File: src/rtl/fb_pixel_writer.sv
// fb_pixel_writer: read-modify-write pixel plotter into a 4-pixel/word framebuffer.
// Optional full-frame fill is built when FB_PIXEL_WRITER_CLEAR_EN is defined.
module fb_pixel_writer #(
   parameter int H_VIS = 640,
   parameter int V_VIS = 480,
   parameter int ADR_W = 17
) (
   input  logic             clk,
   input  logic             rst_n,
   input  logic             pix_valid,
   output logic             pix_ready,
   input  logic [9:0]       pix_x,
   input  logic [9:0]       pix_y,
   input  logic [7:0]       pix_color,
   input  logic             clr_start,
   input  logic [7:0]       clr_color,
   output logic             clr_done,
   output logic             busy,
   output logic [15:0]      drop_cnt,
   output logic [ADR_W-1:0] ram_adr,
   output logic             ram_we,
   output logic [31:0]      ram_wdat,
   input  logic [31:0]      ram_rdat
);

   localparam int WPL    = H_VIS / 4;
   localparam int NWORDS = H_VIS * V_VIS / 4;
   localparam logic [ADR_W-1:0] LAST_ADR = ADR_W'(NWORDS - 1);

`ifdef FB_PIXEL_WRITER_CLEAR_EN
   typedef enum logic [2:0] {IDLE, RD, MRG, WR, CLR} state_t;
`else
   typedef enum logic [1:0] {IDLE, RD, MRG, WR} state_t;
`endif

   state_t           state_q, state_d;
   logic [ADR_W-1:0] adr_q, adr_d;
   logic             we_q, we_d;
   logic [31:0]      wdat_q, wdat_d;
   logic [1:0]       lane_q, lane_d;
   logic [7:0]       color_q, color_d;
   logic [15:0]      drop_q, drop_d;
   logic             accept;
   logic             in_range;
   logic [31:0]      merged;

`ifdef FB_PIXEL_WRITER_CLEAR_EN
   logic done_q, done_d;

   assign pix_ready = (state_q == IDLE) && !clr_start;
   assign clr_done  = done_q;
`else
   logic unused_clr;

   assign pix_ready  = (state_q == IDLE);
   assign clr_done   = 1'b0;
   assign unused_clr = ^{clr_start, clr_color};
`endif

   assign accept   = pix_valid && pix_ready;
   assign in_range = (32'(pix_x) < 32'(H_VIS)) && (32'(pix_y) < 32'(V_VIS));
   assign busy     = (state_q != IDLE);
   assign drop_cnt = drop_q;
   assign ram_adr  = adr_q;
   assign ram_we   = we_q;
   assign ram_wdat = wdat_q;

   // Byte lane 0 is the leftmost pixel and lives in the top byte.
   always_comb begin
      merged = ram_rdat;
      unique case (lane_q)
         2'd0: merged[31:24] = color_q;
         2'd1: merged[23:16] = color_q;
         2'd2: merged[15:8]  = color_q;
         2'd3: merged[7:0]   = color_q;
      endcase
   end

   always_comb begin
      state_d = state_q;
      adr_d   = adr_q;
      we_d    = we_q;
      wdat_d  = wdat_q;
      lane_d  = lane_q;
      color_d = color_q;
      drop_d  = drop_q;
`ifdef FB_PIXEL_WRITER_CLEAR_EN
      done_d  = 1'b0;
`endif
      unique case (state_q)
         IDLE: begin
`ifdef FB_PIXEL_WRITER_CLEAR_EN
            if (clr_start) begin
               adr_d   = '0;
               wdat_d  = {4{clr_color}};
               we_d    = 1'b1;
               state_d = CLR;
            end else
`endif
            if (accept) begin
               if (in_range) begin
                  adr_d   = ADR_W'(32'(pix_y) * 32'(WPL)
                                   + 32'(pix_x[9:2]));
                  we_d    = 1'b0;
                  lane_d  = pix_x[1:0];
                  color_d = pix_color;
                  state_d = RD;
               end else if (drop_q != 16'hFFFF) begin
                  drop_d = drop_q + 16'd1;
               end
            end
         end
         RD: begin
            state_d = MRG;
         end
         MRG: begin
            wdat_d  = merged;
            we_d    = 1'b1;
            state_d = WR;
         end
         WR: begin
            we_d    = 1'b0;
            state_d = IDLE;
         end
`ifdef FB_PIXEL_WRITER_CLEAR_EN
         CLR: begin
            if (adr_q == LAST_ADR) begin
               we_d    = 1'b0;
               done_d  = 1'b1;
               state_d = IDLE;
            end else begin
               adr_d = adr_q + ADR_W'(1);
            end
         end
`endif
         default: begin
            we_d    = 1'b0;
            state_d = IDLE;
         end
      endcase
   end

   always_ff @(posedge clk or negedge rst_n) begin
      if (!rst_n) begin
         state_q <= IDLE;
         adr_q   <= '0;
         we_q    <= 1'b0;
         wdat_q  <= '0;
         lane_q  <= '0;
         color_q <= '0;
         drop_q  <= '0;
`ifdef FB_PIXEL_WRITER_CLEAR_EN
         done_q  <= 1'b0;
`endif
      end else begin
         state_q <= state_d;
         adr_q   <= adr_d;
         we_q    <= we_d;
         wdat_q  <= wdat_d;
         lane_q  <= lane_d;
         color_q <= color_d;
         drop_q  <= drop_d;
`ifdef FB_PIXEL_WRITER_CLEAR_EN
         done_q  <= done_d;
`endif
      end
   end

endmodule

File: config.mk
export PLATFORM = sky130hd
export DESIGN_NAME = fb_pixel_writer
export DESIGN_NICKNAME = d
export VERILOG_FILES = /design/src/rtl/fb_pixel_writer.sv
export SDC_FILE = /design/constraint.sdc
export NUM_CORES = 1
export LEC_CHECK = 0
export ABC_AREA = 1
export CAP_MARGIN = 20
export CELL_PAD_IN_SITES_DETAIL_PLACEMENT = 0
export CELL_PAD_IN_SITES_GLOBAL_PLACEMENT = 1
export CORE_MARGIN = 8
export CORE_UTILIZATION = 36
export DETAILED_ROUTE_END_ITERATION = 8
export PLACE_DENSITY = 0.93
export SLEW_MARGIN = 0
export SYNTH_ARGS = -nofsm -noshare
export SYNTH_HDL_FRONTEND = slang
export SYNTH_SLANG_ARGS = --single-unit
File: constraint.sdc
create_clock -name clk -period 2.8 [get_ports clk]
set_input_delay 0.28 -clock clk [delete_from_list [all_inputs] [get_ports clk]]
set_output_delay 0.28 -clock clk [all_outputs]
set_load 0.005 [all_outputs]
### After elaboration in Yosys (flattened, before gate mapping)

Cells that the tools add are included.

| storage, ports and cells | value |
|---|---|
| output and inout port bits | 69 |
| bits of input ports | 72 |
| logic and storage cells | 42 |
| flip-flop bits (word level) | 78 |

| cells by class | value |
|---|---|
| reductions and logical operators | 10 |
| muxes and demuxes | 10 |
| bitwise operators | 1 |
| equal/unequal tests | 9 |
| order comparisons | 2 |
| add/sub/neg operators | 2 |
| multiply operators | 1 |

Operators with widths:

| cell | count |
|---|---|
| 8-bit two-way mux | 4 |
| 17-bit by 8-bit adder with 17-bit output | 1 |
| 16-bit by 1-bit adder with 16-bit output, second input constant | 1 |
| 16-bit inequality test, second input constant | 1 |
| 10-bit by 3-bit multiplier with 12-bit output, second input constant | 1 |
| 10-bit less-than comparator, second input constant | 1 |
| 10-bit by 9-bit less-than comparator with 1-bit output, second input constant | 1 |
| 2-bit equality test, second input constant | 4 |
| 2-bit case mux with 4 select lines | 1 |
| 3-bit AND reduction | 2 |
| 2-bit by 1-bit equality test with 1-bit output, second input constant | 2 |
| 2-bit logical NOT | 2 |
| 2-bit two-way mux | 2 |
| 2-bit by 1-bit inequality test with 1-bit output, second input constant | 2 |
| 4-bit AND reduction | 1 |
| 1-bit case mux with 3 select lines | 1 |
| 3-bit nonzero test | 1 |
| 1-bit logical AND | 2 |
| 1-bit two-way mux | 2 |
| 2-bit AND reduction | 1 |
| 2-bit nonzero test | 1 |
| 1-bit NOT | 1 |

### Longest topological paths before layout

Gate-level depths: netlist of run 1.

| depth | value |
|---|---|
| depth after elaboration | 5 |
| gate-level depth with buffers | 14 |
| depth with buffers taken out | 14 |

### Worst setup path before layout of run 1

Ideal clock, no wire load.

| timing | value |
|---|---|
| kind | input port to flip-flop |
| start point | input pix_y[1] |
| end point | register adr_q[15], in the netlist ram_adr[15] |
| cell stages on the path | 13 |
| path slack | 0.674 ns |
| arrival time | 2.008 ns |
| required time | 2.683 ns |
| path through | ha_1 ha_1 fa_1 nand2_1 inv_1 nor2_2 nand2_1 nor2_1 nand3_1 nor2_1 nand3_1 nand3_1 nand2_1 |

| between the ends | value |
|---|---|
| word-level cells in the longest chain between the ends | 3 |

RTL lines:

| item | line | source |
|---|---|---|
| start, declared | 13 | `input logic [9:0] pix_y,` |
| parallel branches: the longest is 3 deep, another holds 17-bit by 8-bit adder with 17-bit output | -- |  |
| end signal, assigned | 157 | `adr_q <= adr_d;` |
| end, declared | 37 | `logic [ADR_W-1:0] adr_q, adr_d;` |

Parallel ways; which one is timed is not known.
A chain may end at the register's enable or synchronous reset.

### Worst setup path after layout of run 1

Same ends and word-level chain as after synthesis.

==> results of run 1 <==
final cells by class:
class                   count  area (um^2)
fillers                  1128         5770
multi-input cells         404         2150
flip-flops and latches     78         1950
repair buffers            136         1370
clock buffers               9          225
well taps                 147          184
inverters                  43          164
clock inverters             7         97.6
cells in the final DEF, fill, tap and decap left out, types with 6 or more instances in the layout:
cell,instances
nand2_1,188
clkdlybuf4s50_1,129
dfrtp_1,78
nor2_1,51
inv_1,41
a31oi_1,33
nand3_1,23
ha_1,22
o21ai_0,15
xor2_1,14
o21ai_2,10
clkbuf_16,9
nor3_1,6
xnor2_1,6
nor2_2,6
nand3b_1,6
a21oi_1,6
sequential cells by signal, summed over array words and instances (netlist names):
signal    flops
color_q       8
drop_cnt     16
lane_q        2
ram_adr      17
ram_wdat     32
ram_we        1
state_q       2
cells by family after synthesis:
| family | after synthesis |
|---|---|
| xor gates and xnor gates | 20 |
| buffers and inverters | 58 |
| AOI/OAI and AO/OA | 67 |
| other | 1 |
| adders and majority gates | 25 |
| and+or+nand+nor | 291 |
| DFF | 78 |
timing repair:
action / CTS / global route
endpoints found under the hold margin: 0 / 15
endpoints found under the setup margin: 0 / 0
hold buffers: 0 / 1
final timing paths:
check	startpoint	endpoint	slack, ns	cells after the start
setup / recovery	pix_y[1]	ram_adr[15]$_DFFE_PN0P_	0.30	14
hold / removal	rst_n	ram_adr[7]$_DFFE_PN0P_	0.36	2
setup reg to reg	drop_cnt[0]$_DFFE_PN0P_	drop_cnt[14]$_DFFE_PN0P_	0.89	8
hold reg to reg	ram_adr[12]$_DFFE_PN0P_	ram_adr[12]$_DFFE_PN0P_	0.48	2
max in group asynchronous	rst_n	color_q[3]$_DFFE_PN0P_	1.85	3
min in group clk	pix_color[1]	color_q[1]$_DFFE_PN0P_	0.48	3
where the power goes:
group / internal (mW) / switching (mW) / total (mW)
sequential: 1.66 / 0.451 / 2.11
combinational: 1.37 / 1.25 / 2.62
clock: 0.785 / 0.479 / 1.26
per-layer routing:
layer  share of wire, %  up-vias  track usage, %  wire, um
met5                  0        -               0         0
met4                2.2        0            6.09       278
met3                4.9       19            3.38       614
met2                 49      110            27.3      6070
met1                 44     1905            19.7      5550
li1                   -     2027               -         -
metrics by stage:
stage	setup slack (ns)	cell area (um^2)	TNS [ns]	std cells
floorplan	0.674	4350	0	540
global placement	0.0526	5780	0	806
detailed placement	-0.0526	5780	-0.0545	806
CTS	0.312	6100	0	822
global route	0.111	6140	0	824
finish	0.299	6140	0	824
==> impl.org, run 1 <==
** Floorplanning
- For this design the top-level I/O count stands at around 140.
- Number of core rows :: 40
- The die covers between 15,000 and 20,000 um^2.
- Chip width :: ~130 um
- Starting density of the core :: a little over a third
- The floorplan step set the die height to roughly 130 um.
- Area of the core region :: roughly 12,000 um^2

** Power
- Power density over the cells :: slightly below 1000 nW/um^2
- Final total power :: around 6.0 mW
- Summed over all cells, the static leakage comes to ~2.8 nW.
- VDD sags by at most 0.000337 V.

** STA
- Max-Slew Margin vs Limit :: a little under three fifths
- The final critical path takes up ~89% of the cycle.
- Setup violations remaining at the end of the flow were counted as 0.
- Worst clock skew :: roughly 0.008 ns
- Worst hold margin :: about 0.36 ns
- Setup repair after global routing left no endpoint under its margin.
- Time the final worst path needs with I/O delays and setup :: around 2.5 ns
- Static timing analysis puts the maximum clock frequency at about 0.4 GHz.
- At the pin with the least slew margin, the transition time is 0.665 ns.
- The final hold violation count is 0.
- Final Max Tran Viols :: 0

** Run status
- The run finished with clean final reports.

** Yosys
- Multiplexer share of the synthesized area :: 0%
- Adder-cell area share of the yosys netlist :: 7.54%
- In this run, distinct cell masters in the synthesized netlist total 34.
- Of the total synthesized cell area, the portion taken by AND, OR, NAND and NOR gates is between 20% and 30%.
- Sequential cell area fraction in the yosys report :: 44.9%
- In the synthesized netlist the dominant register cell turns out to be dfrtp_1.
- Yosys warns :: 0
- Number of synthesized register bits :: between 70 and 80
- Synthesis handed over a netlist of 540 instances.
- Area share of the largest cell type after synthesis :: about 45%
- Library cell with the largest summed area after synthesis :: dfrtp_1
- The number of nets handed over by synthesis was ~640.
- The synthesized netlist occupies a cell area of 4350 um^2.
- After synthesis, the share of flip-flops with an asynchronous set or reset is 100%.
- By area, the combinational part of the netlist is dominated by simple AND/OR/NAND/NOR gates.
- Syn avg cell area :: 8.06 um^2
- The synthesized design contains 0 enable-type register cells.
- The synthesized netlist devotes 9.72% of its cell area to compound gates.
- Among all cell types in the netlist, the one instantiated most often is nand2_1.
- Ranked by instance count, the synthesized netlist is headed by nand2_1 (188), dfrtp_1 (78), nor2_1 (51).
- Synthesized-area fraction occupied by xor and xnor cells :: under 10%
- Sorting the synthesized cells by area gives the leading types as dfrtp_1 (45%), nand2_1 (16%), ha_1 (6.6%).

** Route
- Average wire length per cell after detail routing :: roughly 15 um
- The detail route stage leaves a number of antenna-violating nets equal to 0.
- After detailed routing, the number of remaining DRC violations is 0.
- Ratio of routed vias to standard cells :: between 4 and 5
- In this run, the number of DRC markers left after iteration 0 of detailed routing was between 200 and 300.
- Summed over all layers, the routed wires come to between 10,000 and 15,000 um.
- Pre-antenna DRT Iters :: 4
- The detailed router placed 4,061 vias in this run.

** Clock network
- TritonCTS built the clock tree.
- Clock latency on the worst-skew pair, taken at its later pin, is around 0.34 ns.
- CTS placed an instance of clkbuf_16 at the clock tree root.
- Number of levels the H-tree was split into :: 3
- In this run the deepest clock path goes through 2 buffers.
- After clock tree synthesis, the clock-pin slew on the worst setup and hold paths is ~0.060 ns.
- Clock tree synthesis found a total of about 80 sinks.
- In this run, post-CTS repair resized a total of 0 instances.
- Buffers inserted during clock tree synthesis total 9.
- The number of setup buffers added after CTS is 0.

** GRT
- Global routing consumed, over all layers together, 16.1% of the routing resources.
- Gr ovfl total :: 0
- Largest net degree at the start of global routing :: 79
- The initial antenna violation count came to 0.
- Global-route wire length before repair :: about 21,000 um
- The number of global-route vias before repair was approximately 4,200.

** Hold path
- The min-delay analysis places its worst path in the category in -> async.

** Finish
- The net count of the finished layout is between 700 and 800.
- Fraction of layout cells with a size suffix above 1 :: roughly 7.1%
- For this run, the share of the core covered by cells in the final layout is ~52%.
- Number of diodes added for antenna fixing :: 0
- Signed area change from the synthesized netlist to the final layout :: 41.1%

** Place
- Detailed-placement wirelength estimate :: ~9400 um
- Routability-driven placement finished with a final weighted congestion of slightly below 0.9.
- During placement, the flow inserted port buffers numbering 130.

** Critical path
- The signal on the critical path passes through clkdlybuf4s50_1 > ha_1 > ha_1 > fa_1 > nand2_1 > inv_1 > nor2_2 > nand2_1 > nor2_1 > nand3_1 > nor2_1 > nand3_1 > nand3_1 > nand2_1.
- Arrival @ worst endpoint :: about 2.7 ns
- Among cell families on the critical path, the largest total delay comes from simple AND/OR/NAND/NOR gates.
- Critical Path Source Type :: primary input
- Element type at the critical path end :: flop
- Startpoint-to-endpoint class of the critical path :: in -> reg
- Among all stages on the critical path, the largest delay is contributed by clkdlybuf4s50_1.
- Biggest fanout along the worst timing path :: 3
- Critical path data required time :: slightly above 3 ns
- Critical path buffer and inverter count :: 2
- In this design, the stage delay of the slowest critical-path cell is 0.45 ns.

** Run
- # Max-Cap Violations :: 0
No activity file was read; power rests on OpenSTA's default activity.
==> run 2: changes to the inputs <==
--- a/config.mk
+++ b/config.mk
@@ -11,6 +11,7 @@
 export CELL_PAD_IN_SITES_GLOBAL_PLACEMENT = 1
 export CORE_MARGIN = 8
 export CORE_UTILIZATION = 36
+export CTS_BUF_LIST = sky130_fd_sc_hd__clkbuf_8 sky130_fd_sc_hd__clkbuf_16
 export DETAILED_ROUTE_END_ITERATION = 8
 export PLACE_DENSITY = 0.93
 export SLEW_MARGIN = 0
==> results of run 2 <==
The final DEF is identical to that of run 1; final timing and power are the same.
==> run 3: changes to the inputs <==
--- a/config.mk
+++ b/config.mk
@@ -9,6 +9,7 @@
 export CAP_MARGIN = 20
 export CELL_PAD_IN_SITES_DETAIL_PLACEMENT = 0
 export CELL_PAD_IN_SITES_GLOBAL_PLACEMENT = 1
+export CORE_ASPECT_RATIO = 1.1
 export CORE_MARGIN = 8
 export CORE_UTILIZATION = 36
 export CTS_BUF_LIST = sky130_fd_sc_hd__clkbuf_8 sky130_fd_sc_hd__clkbuf_16
@@ -18,3 +19,4 @@
 export SYNTH_ARGS = -nofsm -noshare
 export SYNTH_HDL_FRONTEND = slang
 export SYNTH_SLANG_ARGS = --single-unit
+export TNS_END_PERCENT = 1
==> run 3 against run 2 <==
Via count fell by 1.5%. Critical path depth stayed put. Sequential cell count unchanged. Global-route usage decreased by 0.15 points. Non-clock buffer count grew 1. Largest power group unchanged. Worst setup slack better by 0.087 ns. Cell count increased by 0.73%. First-iteration DRC count increased by 32%. Cell area fell by 0.57%. Sequential share of layout area grew 0.18 points. Fmax up 3.6%.
==> impl.org, run 3 (same netlist as run 1, synthesis figures left out) <==
** Place
- The count of buffers inserted at the top-level ports was 130 (unchanged).
- Detailed-placement wirelength estimate :: 9460 um (+0.53%)
- The worst setup timing slack at the placement stage was 0.00374 ns (+0.0563 ns).
- Placer congestion estimate :: 0.863 (-2.7%)

** Power
- VDD IR-drop max :: 0.000381 V (+13%)
- Standby leakage power :: 2.81 nW (-0.23%)
- The total power consumption of the routed design is 5.78 mW (-3.6%).
- Power density over the cells :: 948 nW/um^2 (-3.0%)

** Clock network
- CTS sink count :: 78 (unchanged)
- The maximum count of clock buffers along a single path came to 2 (unchanged).
- Skew-Pair Late Insertion Delay :: 0.32 ns (-0.02 ns)
- Number of levels the H-tree was split into :: 3 (unchanged)
- Clock-pin transition on the worst setup and hold timing paths :: 0.06 ns (about the same)
- Post-CTS setup-driven buffer insertion count :: 0 (unchanged)
- The cell sitting at the root of the clock tree is a clkbuf_16.
- CTS tree :: done
- TritonCTS buffer count :: 9 (unchanged)
- Number of instances resized during post-cts repair :: 0 (unchanged)

** Finish
- The fraction of layout instances using a drive strength above 1 was 6.51% (-0.58 points).
- Post-Route Utilization :: 51.2% (-0.37 points)
- Total of fill cells in the finished design :: 1,140 (+1.1%)
- Leading cell type in the layout, fill and taps excluded :: nand2_1
- In the layout the commonest cells are nand2_1 (188), clkdlybuf4s50_1 (129), dfrtp_1 (78).
- The number of nets in the layout was 770 (+0.13%).
- The number of flip-flops in the largest register is 32 (unchanged).
- Number of diodes added for antenna fixing :: 0 (unchanged)
- Signed area change from the synthesized netlist to the final layout :: 40.3%

** Route
- The met1 routed wirelength after detailed routing was 5040 um (-9.2%).
- The detailed-routing iteration count for the pre-antenna-repair pass is 4 (unchanged).
- Detailed route wirelength on metal2 :: 6350 um (+4.5%)
- The DRC violation count after routing came to 0 (unchanged).
- In this run the top signal layer used is met4.
- Final ANT Viol Nets :: 0 (unchanged)
- The routed wirelength normalized by instance count is 14.8 um (-2.6%).
- The wire length on met3 is 639 um (+4.1%).
- Number of violations reported at the end of detailed-routing iteration 0 :: 333 (+32%)
- The mean number of vias per cell is 4.82 (-2.2%).
- Post-Route WL :: 12,300 um (-1.9%)
- The total vias in the final route is 3,999 (-1.5%).

** Critical path
- Slack of the worst reg-to-reg path :: 0.92 ns (+0.03 ns)
- Slowest cell on the critical path :: clkdlybuf4s50_1
- Depth of the most critical reg-to-reg path :: 8 (unchanged)
- STA classifies the critical path startpoint as a primary input.
- The endpoint identified for the worst register-to-register timing path is drop_cnt[14]$_DFFE_PN0P_.
- List of cells traversed by the critical path :: clkdlybuf4s50_1 > ha_1 > ha_1 > fa_1 > nand2_1 > inv_1 > nor2_2 > nand2_1 > nor2_1 > nand3_1 > nor2_1 > nand3_1 > nand3_1 > nand2_1
- The highest cell delay on the worst timing path came to 0.46 ns (about the same).
- The worst setup path is captured at a flop.
- Critical path buffer and inverter count :: 2 (unchanged)
- Arrival @ worst endpoint :: 2.63 ns (-0.09 ns)
- The critical path data required time came to 3.02 ns (about the same).
- The worst setup path is of the in -> reg kind.
- Kind of cell adding the most delay to the critical path :: simple AND/OR/NAND/NOR gates
- The largest fanout on the critical path came to 3 (unchanged).
- The worst register-to-register path begins at drop_cnt[0]$_DFFE_PN0P_.

** Floorplanning
- The die area was 15,900 um^2 (about the same).
- The core outline area was 11,900 um^2 (+0.15%).
- The die boundary height is 131 um (+4.3%).
- Chip width :: 121 um (-4.1%)
- The number of standard-cell rows in the floorplan was 42 (+5.0%).
- The count of pins on the block boundary was 141 (unchanged).
- The effective utilization at floorplan came to 36.5% (-0.054 points).

** Hold path
- Type of the tightest min-delay check :: in -> async

** STA
- Sum of negative setup slack :: 0 ns (unchanged)
- The number of setup violations in the final report was 0 (unchanged).
- The post-route worst setup slack came to 0.386 ns (+0.0867 ns).
- The ratio of final minimum period to clock period came to 86.2% (-3.1 points).
- Worst Tran Pin Value :: 0.593 ns (-0.0717 ns)
- The maximum clock rate was 0.414 GHz (+3.6%).
- Setup repair after global routing missed its margin :: false
- Number of failing hold endpoints at the final stage :: 0 (unchanged)
- The worst-case headroom to the max-slew limit was 60.4% (+4.8 points).
- Worst clock skew :: 0.00617 ns (-0.00186 ns)
- Worst hold margin :: 0.320 ns (-0.0393 ns)
- The post-layout minimum cycle time is 2.41 ns (-0.0867 ns).
- The max-slew violation count came to 0 (unchanged).

** GRT
- The maximum number of pins on one net before global-route repair is 79 (unchanged).
- Number of antenna violations at the first check in global routing :: 0 (unchanged)
- Global-route wire length before repair :: 20,600 um (-2.3%)
- Global-route usage over all layers :: 15.9% (-0.15 points)
- Vias in the first global route :: 4,169 (-0.67%)
- The global-route congestion overflow total was 0 (unchanged).

** Run status
- Status :: completed

** Run
- # Max-Cap Violations :: 0 (unchanged)
run 3: cell types whose count changed in the layout (fill, tap and decap cells not counted), sizes merged:
cell	change
buf	+1
bufinv	-1
clkinv	-2
clkinvlp	-1
inv	+2
run 3: cell type report:
type / instances / area [um^2] / share of cell area (%)
timing repair buffer: 137 / 1370 / 22.5
tap: 154 / 193 / 3.16
clock buffer: 9 / 225 / 3.69
sequential: 78 / 1950 / 32.0
clock inverter: 5 / 46.3 / 0.759
inverter: 43 / 164 / 2.69
multi-input combinational: 404 / 2150 / 35.2
run 3: how the worst max path moves through the flow:
stage | to | slack [ns] | startpoint | cells past startpoint
floorplan | ram_adr[15]$_DFFE_PN0P_ | 0.67 | pix_y[1] | 13
global placement | ram_adr[15]$_DFFE_PN0P_ | 0.07 | pix_y[1] | 14
detailed placement | ram_adr[15]$_DFFE_PN0P_ | 0.004 | pix_y[1] | 14
CTS | ram_adr[15]$_DFFE_PN0P_ | 0.36 | pix_y[1] | 14
global route | ram_adr[16]$_DFFE_PN0P_ | 0.21 | pix_y[1] | 13
finish | ram_adr[15]$_DFFE_PN0P_ | 0.39 | pix_y[1] | 14
run 3: what timing repair did:
action                                  in CTS  in global routing
hold buffers                                 0                  1
endpoints found under the setup margin       0                  0
endpoints found under the hold margin        0                  7
run 3: worst register-to-register path, stage by stage, from the launching register on:
cell	delay, ns
dfrtp_1	0.44
ha_1	0.28
nand3_1	0.17
inv_1	0.09
nand4_1	0.12
nand3_2	0.25
inv_4	0.29
nand2_1	0.10
o21ai_2	0.06
run 3: routing by layer:
layer  up-vias  GRT usage, %
met5         -             0
met4         0          6.88
met3        15          3.13
met2       100          28.0
met1      1869          18.3
li1       2015             -
run 3: stage by stage:
step                      instance area [um^2]  std cells
after floorplan                           4350        540
after global placement                    5790        814
after detailed placement                  5790        814
after CTS                                 6070        828
after global routing                      6100        830
final                                     6100        830
run 3: power by group:
part	switching (mW)	internal, mW
clock	0.410	0.668
sequential	0.445	1.66
combinational	1.24	1.36
total	2.09	3.69
